**src/rtl/btn_debounce_if.sv**
```systemverilog
// Button bank bus: raw pins and slow sampling clock in, filtered levels and event pulses out.
interface btn_debounce_if #(
    parameter int unsigned N_BTN = 4
);
    logic             clk_slow;
    logic [N_BTN-1:0] btn_raw;
    logic [N_BTN-1:0] btn_level;
    logic [N_BTN-1:0] btn_press;
    logic [N_BTN-1:0] btn_release;
    logic [N_BTN-1:0] btn_long;
    logic             sample_tick;

    // Stimulus / front-end side
    modport master (
        output clk_slow,
        output btn_raw,
        input  btn_level,
        input  btn_press,
        input  btn_release,
        input  btn_long,
        input  sample_tick
    );

    // Debouncer side
    modport slave (
        input  clk_slow,
        input  btn_raw,
        output btn_level,
        output btn_press,
        output btn_release,
        output btn_long,
        output sample_tick
    );
endinterface

```
**src/rtl/btn_debounce.sv**
```systemverilog
// Push-button debouncer: synchronises active-low pins and the slow sampling clock,
// filters each button with a consecutive-sample counter and emits clean levels plus
// one-cycle press / release / long-press pulses.
// Optional feature macro: BTN_LONG_PRESS_EN (HELD state, hold counters, btn_long).
module btn_debounce #(
    parameter int unsigned N_BTN          = 4,
    parameter int unsigned STABLE_SAMPLES = 3,
    parameter int unsigned LONG_SAMPLES   = 12
) (
    input logic          clk_in,
    input logic          rst_n,
    btn_debounce_if.slave bus
);
    localparam int unsigned CNT_W = $clog2(STABLE_SAMPLES + 1);

`ifdef BTN_LONG_PRESS_EN
    localparam int unsigned HOLD_W = $clog2(LONG_SAMPLES + 1);
    typedef enum logic [1:0] {
        ST_RELEASED = 2'd0,
        ST_PRESSED  = 2'd1,
        ST_HELD     = 2'd2
    } state_t;
`else
    typedef enum logic {
        ST_RELEASED = 1'b0,
        ST_PRESSED  = 1'b1
    } state_t;
`endif

    // Reject parameter sets that would make the counters meaningless
    if (STABLE_SAMPLES < 1 || LONG_SAMPLES <= STABLE_SAMPLES) begin : g_bad_params
        $error("btn_debounce: need STABLE_SAMPLES >= 1 and LONG_SAMPLES > STABLE_SAMPLES");
    end

    logic [N_BTN-1:0] raw_s1, raw_s2;
    logic             slow_s1, slow_s2, slow_s3;
    logic             tick_q;

    state_t           state_q [N_BTN];
    logic [CNT_W-1:0] cnt_q   [N_BTN];
    logic [N_BTN-1:0] level_q, press_q, release_q;
    logic [N_BTN-1:0] press_acc_c, release_acc_c;
`ifdef BTN_LONG_PRESS_EN
    logic [HOLD_W-1:0] hold_q [N_BTN];
    logic [N_BTN-1:0]  long_q;
`endif

    // Two-flop synchronisers for pins (reset to released) and slow clock, plus edge flop
    always_ff @(posedge clk_in or negedge rst_n) begin
        if (!rst_n) begin
            raw_s1  <= '1;
            raw_s2  <= '1;
            slow_s1 <= 1'b0;
            slow_s2 <= 1'b0;
            slow_s3 <= 1'b0;
            tick_q  <= 1'b0;
        end else begin
            raw_s1  <= bus.btn_raw;
            raw_s2  <= raw_s1;
            slow_s1 <= bus.clk_slow;
            slow_s2 <= slow_s1;
            slow_s3 <= slow_s2;
            tick_q  <= slow_s2 & ~slow_s3;
        end
    end

    // A sample completes a run when it disagrees with the current level and the run is one short
    always_comb begin
        press_acc_c   = '0;
        release_acc_c = '0;
        for (int i = 0; i < N_BTN; i++) begin
            press_acc_c[i]   = ~raw_s2[i] && (cnt_q[i] == CNT_W'(STABLE_SAMPLES - 1));
            release_acc_c[i] =  raw_s2[i] && (cnt_q[i] == CNT_W'(STABLE_SAMPLES - 1));
        end
    end

    // Per-button filter FSM; advances only on sample_tick, pulses default low every cycle
    always_ff @(posedge clk_in or negedge rst_n) begin
        if (!rst_n) begin
            level_q   <= '0;
            press_q   <= '0;
            release_q <= '0;
            for (int i = 0; i < N_BTN; i++) begin
                state_q[i] <= ST_RELEASED;
                cnt_q[i]   <= '0;
            end
`ifdef BTN_LONG_PRESS_EN
            long_q <= '0;
            for (int i = 0; i < N_BTN; i++) begin
                hold_q[i] <= '0;
            end
`endif
        end else begin
            press_q   <= '0;
            release_q <= '0;
`ifdef BTN_LONG_PRESS_EN
            long_q    <= '0;
`endif
            if (tick_q) begin
                for (int i = 0; i < N_BTN; i++) begin
                    if (state_q[i] == ST_RELEASED) begin
                        if (press_acc_c[i]) begin
                            state_q[i] <= ST_PRESSED;
                            cnt_q[i]   <= '0;
                            press_q[i] <= 1'b1;
                            level_q[i] <= 1'b1;
                        end else if (~raw_s2[i]) begin
                            cnt_q[i] <= cnt_q[i] + CNT_W'(1);
                        end else begin
                            cnt_q[i] <= '0;
                        end
                    end else begin
                        // PRESSED and HELD share release counting
                        if (release_acc_c[i]) begin
                            state_q[i]   <= ST_RELEASED;
                            cnt_q[i]     <= '0;
                            release_q[i] <= 1'b1;
                            level_q[i]   <= 1'b0;
`ifdef BTN_LONG_PRESS_EN
                            hold_q[i]    <= '0;
`endif
                        end else if (raw_s2[i]) begin
                            cnt_q[i] <= cnt_q[i] + CNT_W'(1);
                        end else begin
                            cnt_q[i] <= '0;
                        end
`ifdef BTN_LONG_PRESS_EN
                        // Release wins over a long-press reached on the same tick
                        if (state_q[i] == ST_PRESSED && !release_acc_c[i]) begin
                            if (hold_q[i] == HOLD_W'(LONG_SAMPLES - 1)) begin
                                state_q[i] <= ST_HELD;
                                hold_q[i]  <= HOLD_W'(LONG_SAMPLES);
                                long_q[i]  <= 1'b1;
                            end else begin
                                hold_q[i] <= hold_q[i] + HOLD_W'(1);
                            end
                        end
`endif
                    end
                end
            end
        end
    end

    assign bus.btn_level   = level_q;
    assign bus.btn_press   = press_q;
    assign bus.btn_release = release_q;
    assign bus.sample_tick = tick_q;
`ifdef BTN_LONG_PRESS_EN
    assign bus.btn_long    = long_q;
`else
    assign bus.btn_long    = '0;
`endif

endmodule

```
**src/flat_wrapper.sv**
```systemverilog
// flat-port wrapper written by rule: the top's interface ports become plain ports
module btn_debounce_flat 
#(
    parameter int unsigned N_BTN          = 4,
    parameter int unsigned STABLE_SAMPLES = 3,
    parameter int unsigned LONG_SAMPLES   = 12
)
  (clk_in, rst_n, bus_clk_slow, bus_btn_raw, bus_btn_level, bus_btn_press, bus_btn_release, bus_btn_long, bus_sample_tick);
  btn_debounce_if #(.N_BTN(N_BTN)) bus_i ();
  input logic clk_in;
  input logic rst_n;
  input wire logic [$bits(bus_i.clk_slow)-1:0] bus_clk_slow;
  input wire logic [$bits(bus_i.btn_raw)-1:0] bus_btn_raw;
  output wire logic [$bits(bus_i.btn_level)-1:0] bus_btn_level;
  output wire logic [$bits(bus_i.btn_press)-1:0] bus_btn_press;
  output wire logic [$bits(bus_i.btn_release)-1:0] bus_btn_release;
  output wire logic [$bits(bus_i.btn_long)-1:0] bus_btn_long;
  output wire logic [$bits(bus_i.sample_tick)-1:0] bus_sample_tick;
  assign bus_i.clk_slow = bus_clk_slow;
  assign bus_i.btn_raw = bus_btn_raw;
  assign bus_btn_level = bus_i.btn_level;
  assign bus_btn_press = bus_i.btn_press;
  assign bus_btn_release = bus_i.btn_release;
  assign bus_btn_long = bus_i.btn_long;
  assign bus_sample_tick = bus_i.sample_tick;
  btn_debounce #(.N_BTN(N_BTN), .STABLE_SAMPLES(STABLE_SAMPLES), .LONG_SAMPLES(LONG_SAMPLES)) u_core (.clk_in(clk_in), .rst_n(rst_n), .bus(bus_i));
endmodule
```
**config.mk**
```make
export PLATFORM = sky130hd
export DESIGN_NAME = btn_debounce_flat
export DESIGN_NICKNAME = d
export VERILOG_FILES = /design/src/rtl/btn_debounce_if.sv /design/src/rtl/btn_debounce.sv /design/src/flat_wrapper.sv
export SDC_FILE = /design/constraint.sdc
export NUM_CORES = 1
export LEC_CHECK = 0
export ABC_AREA = 1
export CORE_MARGIN = 8
export CORE_UTILIZATION = 45
export CTS_BUF_LIST = sky130_fd_sc_hd__clkbuf_2
export DETAILED_ROUTE_END_ITERATION = 7
export PLACE_DENSITY = 0.7
export RECOVER_POWER = 25
export SLEW_MARGIN = 20
export SYNTH_ARGS = -nofsm -noshare
export SYNTH_HDL_FRONTEND = slang
export SYNTH_SLANG_ARGS = --single-unit
```
**constraint.sdc**
```tcl
create_clock -name clk_in -period 1.9 [get_ports clk_in]
set_input_delay 0.57 -clock clk_in [delete_from_list [all_inputs] [get_ports clk_in]]
set_output_delay 0.57 -clock clk_in [all_outputs]
set_load 0.005 [all_outputs]
```
==> results.cfg, run 1 <==
[sta]
fin_ws_ns = 0.0871
setup_viol = 0
worst_slew_pin_slew_ns = 0.777
max_freq_ghz = 0.552
fin_crit_ns = 1.81
hold_violations = 0
fin_skew_ns = 0.00851
final-max-slew-violation-count = 0
tns_ns = 0
fin_crit_sh = 0.954
slew_headroom = 0.482

[clock_network]
cts_root_buf = clkbuf_2
cts_tree = done
clk_pin_slew_ns = 0.17
post_cts_resized = 0
cts_made_buffers = 5
cts_sinks = 36
clock_latency_ns = 0.35
cts_max_path_buffers = 2
cts_max_level = 2
cts_hold_buf = 0

[setup_path]
cp_data_required_time_ns = 1.33
cp_top_family = buffers and inverters
endpoint_kind = output port
crit_fanout = 2
crit_buf_inv = 1
cpMaxStageDelayCell = clkdlybuf4s50_1
arrival_ns = 1.24
cp-start-kind = flop
worstPathCellList = clkdlybuf4s50_1
ff2ff_path_depth = 6
max_stage_delay_ns = 0.51
r2r_end = u_core.cnt_q[5]
critical_path_class = reg -> out
worst-r2r-setup-slack_ns = 0.69
reg2reg_from = u_core.bus.sample_tick

[grt]
gr-total-overflow = 0
grt_pass1_vias = 942
grt_usage = 0.0964
antenna_found_initial = 0
grt_pass1_wl_um = 3880
grt_max_degree = 34

[finish]
n_antenna_cell = 0
regArea_um2 = 911
drive_gt1_frac = 0.142
nFillCells = 257
stdcell_area_mm2 = 0.00166
layout.nets = 179
area_growth_pct = 19.7
multi_input_area_um2 = 372

[routing]
finalWirelength_um = 2190
drc = 0
top_layer = met4
drt-met1-wl_um = 907
drtAntennaViolNets = 0
vias_per_cell = 4.61
drt_iter0_markers = 33
dr_wl_met2_um = 1120
num_vias = 932
wl_met3_um = 136
post_drt_wl_per_cell_um = 10.8
first_pass_iters = 4

[placement]
dp_slack_ns = 0.478
io_buffers = 19
postPlaceCellArea_mm2 = 0.00161
gp_congestion = 0.747
dp_hpwl_um = 1590

[synth]
synth_top_area_cell = dfrtp_1
yosysSeqAreaShare = 0.656
synth.avg_cell_area_um2 = 9.98
yosys_warnings = 0
synth_area_leaders = dfrtp_1 (50%), dfstp_2 (15%), nand2_1 (12%)
syn_inst = 139
syn_area_mm2 = 0.00139
synth_top_area_share = 0.505
synth_seq_cells = 36
synth.distinct_cells = 14

[die]
rows = 20
start_util = 0.462
die_w_um = 71.5
coreArea_mm2 = 0.00300
pin_count = 24
die_area_mm2 = 0.00512
die_h_um = 71.5

[pwr]
ir_drop_v = 0.000470
p_leak_nw = 0.845
power_density_mw_per_mm2 = 1160
p_total_mw = 1.93

[flow_run]
max_cap_violations = 0

[status]
status = finished, final reports clean

[worst_hold_path]
hold_path_class = in -> async
[per-layer routing]
layer  track usage  vias to the layer above
met5             0                        -
met3        0.0377                        4
met4        0.0544                        0
met1        0.0980                      437
li1              -                      469
met2         0.165                       22
[metrics by stage]
step	hold slack, ns	std cells	utilization
after floorplan	0.274	142	-
after global placement	0.347	192	0.535
after detailed placement	0.348	192	0.535
after CTS	0.232	200	0.548
after global routing	0.285	202	0.553
final	0.262	202	0.553
[cells in the final DEF (no fill, tap or decap)]
master | Yosys | final
nor3_1 | 4 | 4
clkbuf_2 | 0 | 8
clkinv_1 | 0 | 1
ha_1 | 4 | 4
conb_1 | 1 | 4
nor2_1 | 11 | 11
nand3_1 | 4 | 4
nor3_2 | 2 | 2
nand2_1 | 44 | 44
dfrtp_1 | 28 | 28
inv_1 | 19 | 19
dfstp_2 | 8 | 8
dlygate4sd3_1 | 0 | 5
clkdlybuf4s50_1 | 0 | 13
buf_4 | 4 | 5
o21ai_0 | 8 | 8
inv_2 | 1 | 1
[timing repair]
action,CTS,global route
setup endpoints to repair,0,2
buffers inserted,0,2
hold endpoints to repair,0,0
[power by group]
part	leakage, nW	switching [mW]	internal [mW]
clock	0.0306	0.229	0.0989
combinational	0.364	0.271	0.258
sequential	0.451	0.122	0.955
total	0.845	0.622	1.31
[cell usage after synthesis]
| library cell | number |
|---|---|
| nand3_1 | 4 |
| nor3_2 | 2 |
| nor2_1 | 11 |
| buf_4 | 4 |
| dfrtp_1 | 28 |
| ha_1 | 4 |
| o21ai_0 | 8 |
| dfstp_2 | 8 |
| inv_1 | 19 |
| inv_2 | 1 |
| buf_6 | 1 |
| conb_1 | 1 |
| nor3_1 | 4 |
| nand2_1 | 44 |
[cells by family (layout without fill, tap and decap cells)]
family,after synthesis,in the layout,share of synthesized area
AOI/OAI and AO/OA,8,8,0.0289
buffers and inverters,25,52,0.0839
adders and majority gates,4,4,0.0361
DFF,36,36,0.656
other,1,4,0.00270
and+or+nand+nor,65,65,0.192
[layout make-up]
type | instances | share of cell area
Clock buffer | 7 | 0.0211
Inverter | 20 | 0.0452
Multi-Input combinational cell | 81 | 0.224
Sequential cell | 36 | 0.549
Tap cell | 33 | 0.0249
Timing Repair Buffer | 24 | 0.134
Clock inverter | 1 | 0.00226
[worst max path at each step]
stage,depth (start not counted),slack [ns],start,to
after detailed placement,1,0.48,u_core.bus.sample_tick,bus_sample_tick
after floorplan,5,0.88,u_core.cnt_q[6],u_core.bus.btn_level[0]
after global placement,1,0.51,u_core.bus.sample_tick,bus_sample_tick
after CTS,1,0.03,u_core.bus.sample_tick,bus_sample_tick
final,1,0.09,u_core.bus.sample_tick,bus_sample_tick
after global routing,1,-0.004,u_core.bus.sample_tick,bus_sample_tick
(Power assumes the default switching activity.)
==> run 2, diff against run 1 <==
Settings changed: SETUP_SLACK_MARGIN from default to 0.15.
==> run 2 against run 1 <==
Against the previous run: sequential power about the same; setup slack improved by 0.22 ns; maximum frequency up 14%; largest cell class unchanged; clock-buffer cell count is the same; critical path depth did not move; clock skew barely moved; clock power is essentially flat; die area unchanged; global-route usage unchanged; cell count down 0.50%.
==> results.cfg, run 2 (synthesized netlist as in run 1, its figures left out) <==
[status]
status = finished, final reports clean

[placement]
io_buffers = 19
dp_hpwl_um = 1590
gp_congestion = 0.747
dp_cells = 192

[sta]
final-max-slew-violation-count = 0
hold_violations = 0
max_freq_ghz = 0.628
fin_skew_ns = 0.00822
fin_crit_sh = 0.838
worst_slew_pin_slew_ns = 0.778
rsz0062_at_grt = false
fin_crit_ns = 1.59
slew_headroom = 0.481
setup_viol = 0
tns_ns = 0

[clock_network]
cts_sinks = 36
cts_made_buffers = 5
cts_max_path_buffers = 2
cts_hold_buf = 0
clock_latency_ns = 0.35
clk_pin_slew_ns = 0.17
cts_root_buf = clkbuf_2
cts_max_level = 2
cts_tree = done

[die]
die_area_mm2 = 0.00512
rows = 20
coreArea_mm2 = 0.00300
die_h_um = 71.5
die_w_um = 71.5
pin_count = 24
start_util = 0.462

[finish]
layout_commonest_cell = nand2_1
layout_common_cells = nand2_1 (44), dfrtp_1 (28), inv_1 (19)
n_antenna_cell = 0
drive_gt1_frac = 0.137
area_growth_pct = 17.9
layout.nets = 178
fin_cells = 201

[setup_path]
cp_top_family = flip-flops
cp-start-kind = flop
critical_path_class = reg -> out
cpMaxStageDelayCell = dfrtp_1
endpoint_kind = output port
worstPathCellList = dlygate4sd2_1
crit_buf_inv = 1
worst-r2r-setup-slack_ns = 0.70
cp_data_required_time_ns = 1.33
ff2ff_path_depth = 6
reg2reg_from = u_core.bus.sample_tick
max_stage_delay_ns = 0.41
crit_fanout = 2
arrival_ns = 1.02
r2r_end = u_core.cnt_q[5]

[grt]
antenna_found_initial = 0
grt_max_degree = 34
grt_usage = 0.0964
grt_pass1_vias = 945
gr-total-overflow = 0
grt_pass1_wl_um = 3880

[routing]
first_pass_iters = 4
post_drt_wl_per_cell_um = 10.8
drt_iter0_markers = 38
num_vias = 928
vias_per_cell = 4.62
drc = 0
drtAntennaViolNets = 0
finalWirelength_um = 2180

[pwr]
p_leak_nw = 0.893
p_total_mw = 1.88
ir_drop_v = 0.000469
power_density_mw_per_mm2 = 1150

[worst_hold_path]
hold_path_class = in -> async

[flow_run]
max_cap_violations = 0
-- run 2: cell types whose count changed in the layout (fill, tap and decap cells not counted) --
| cell | before | now |
|---|---|---|
| clkdlybuf4s50_1 | 13 | 0 |
| buf_4 | 5 | 4 |
| dlygate4sd2_1 | 0 | 13 |
-- run 2: layout make-up --
type | instances | area [um^2]
fillers | 264 | 1370
multi-input cells | 81 | 372
repair buffers | 23 | 199
inverters | 20 | 75.1
clock inverters | 1 | 3.75
well taps | 33 | 41.3
flip-flops and latches | 36 | 911
clock buffers | 7 | 35.0
-- run 2: repair_timing --
action                                  in CTS  in global routing
buffers inserted                             1                  0
endpoints found under the setup margin      13                  0
gates resized for setup                     13                  0
-- run 2: power breakdown --
part	leakage [nW]	total [mW]	switching, mW	internal (mW)
combinational	0.411	0.480	0.269	0.212
sequential	0.451	1.07	0.119	0.955
clock	0.0306	0.328	0.229	0.0989
-- run 2: metrics by stage --
| step | area, um^2 | hold slack (ns) | setup slack [ns] | utilization |
|---|---|---|---|---|
| detailed placement | 1610 | 0.348 | 0.478 | 0.535 |
| finish | 1640 | 0.263 | 0.307 | 0.545 |
| global route | 1640 | 0.285 | 0.213 | 0.545 |
| CTS | 1640 | 0.232 | 0.262 | 0.545 |
| global placement | 1610 | 0.347 | 0.508 | 0.535 |
| floorplan | 1400 | 0.274 | 0.875 | - |
-- run 2: per-layer routing --
metal	global-route usage	wire length, um	up-vias
met3	0.0377	138	4
met2	0.165	1100	22
li1	-	-	467
met1	0.0980	906	435
met4	0.0544	29	0
met5	0	0	-
-- run 2: how the worst max path moves through the flow --
stage                                   end                     from  cells past startpoint
global placement            bus_sample_tick   u_core.bus.sample_tick                      1
floorplan           u_core.bus.btn_level[0]          u_core.cnt_q[6]                      5
detailed placement          bus_sample_tick   u_core.bus.sample_tick                      1
finish                      bus_sample_tick   u_core.bus.sample_tick                      1
global route               bus_btn_level[1]  u_core.bus.btn_level[1]                      1
CTS                         bus_sample_tick   u_core.bus.sample_tick                      1
==> run 3, diff against run 2 <==
Clock period 1.9 ns to 1.64 ns, I/O delays scaled along.
==> run 3 against run 2 <==
Against the previous run: setup slack worse by 0.072 ns; worst hold slack about the same; clock skew up 0.0046 ns.
==> results.cfg, run 3 (synthesized netlist as in run 1, its figures left out) <==
[status]
status = finished, final reports clean

[sta]
tns_ns = 0
worst_slew_pin_slew_ns = 0.859
rsz0062_at_grt = false
fin_crit_ns = 1.40
fin_skew_ns = 0.0128
slew_headroom = 0.427
setup_viol = 0
fin_crit_sh = 0.856
hold_violations = 0
final-max-slew-violation-count = 0
max_freq_ghz = 0.712

[die]
coreArea_mm2 = 0.00300
die_w_um = 71.5
start_util = 0.462
pin_count = 24
die_h_um = 71.5
die_area_mm2 = 0.00512
rows = 20

[clock_network]
cts_sinks = 36
cts_hold_buf = 0
cts_max_level = 2
cts_max_path_buffers = 2
cts_made_buffers = 5
cts_root_buf = clkbuf_2
clock_latency_ns = 0.39
clk_pin_slew_ns = 0.18
cts_tree = done

[routing]
num_vias = 949
vias_per_cell = 4.72
first_pass_iters = 4
drt_iter0_markers = 80
drc = 0
drtAntennaViolNets = 0
post_drt_wl_per_cell_um = 11.7
finalWirelength_um = 2360

[grt]
grt_usage = 0.103
grt_max_degree = 37
grt_pass1_vias = 996
gr-total-overflow = 0
grt_pass1_wl_um = 4080
antenna_found_initial = 0

[placement]
dp_hpwl_um = 1660
gp_congestion = 0.751
postPlaceCellArea_mm2 = 0.00160
io_buffers = 19

[pwr]
p_total_mw = 2.22
p_leak_nw = 0.856
power_density_mw_per_mm2 = 1400
ir_drop_v = 0.000564

[setup_path]
critical_path_class = reg -> out
endpoint_kind = output port
cp-start-kind = flop
crit_fanout = 2
crit_buf_inv = 1
cp_data_required_time_ns = 1.15
cp_top_family = flip-flops
arrival_ns = 0.91
worstPathCellList = clkbuf_2
cpMaxStageDelayCell = dfrtp_1
max_stage_delay_ns = 0.41

[worst_hold_path]
hold_path_class = in -> async

[finish]
area_growth_pct = 14.2
stdcell_area_mm2 = 0.00159
n_antenna_cell = 0
drive_gt1_frac = 0.214
layout_common_cells = nand2_1 (44), dfrtp_1 (28), inv_1 (19)
layout_commonest_cell = nand2_1
layout.nets = 178

[flow_run]
max_cap_violations = 0
[run 3: where the power goes]
| part | total, mW | switching (mW) | internal, mW |
|---|---|---|---|
| registers | 1.25 | 0.145 | 1.11 |
| logic | 0.576 | 0.329 | 0.248 |
| clock network | 0.392 | 0.278 | 0.114 |
| total | 2.22 | 0.752 | 1.47 |
[run 3: worst paths after layout]
kind | start | endpoint | slack [ns] | cells past startpoint
hold reg to reg | u_core.raw_s1[3] | u_core.raw_s2[3] | 0.37 | 0
hold / removal | rst_n | u_core.slow_s2 | 0.26 | 2
max in group asynchronous | rst_n | async pin | 0.84 | 2
min in group clk_in | u_core.raw_s1[3] | u_core.raw_s2[3] | 0.37 | 0
setup reg to reg | u_core.cnt_q[6] | u_core.bus.btn_level[0] | 0.42 | 5
setup / recovery | u_core.bus.btn_level[0] | bus_btn_level[0] | 0.24 | 1
[run 3: repair_timing]
action	CTS	global route
setup buffers	2	0
resized for setup	42	5
endpoints found under the setup margin	13	5
[run 3: layout make-up]
type	instances	area [um^2]
fillers	293	1420
clock inverters	1	3.75
flip-flops and latches	36	911
clock buffers	7	35.0
well taps	33	41.3
inverters	20	75.1
repair buffers	23	148
multi-input cells	81	372
[run 3: through the flow]
step / utilization / setup slack (ns) / hold WS [ns] / cells
after floorplan: - / 0.615 / 0.196 / 142
after global placement: 0.533 / 0.326 / 0.345 / 191
after detailed placement: 0.533 / 0.305 / 0.349 / 191
after CTS: 0.537 / 0.120 / 0.104 / 201
after global routing: 0.528 / 0.165 / 0.325 / 201
final: 0.528 / 0.235 / 0.263 / 201
[run 3: per-layer routing]
metal,share of wire,vias up,track usage
li1,-,468,-
met1,0.40,447,0.0977
met2,0.50,27,0.173
met3,0.076,7,0.0586
met4,0.024,0,0.0544
met5,0,-,0
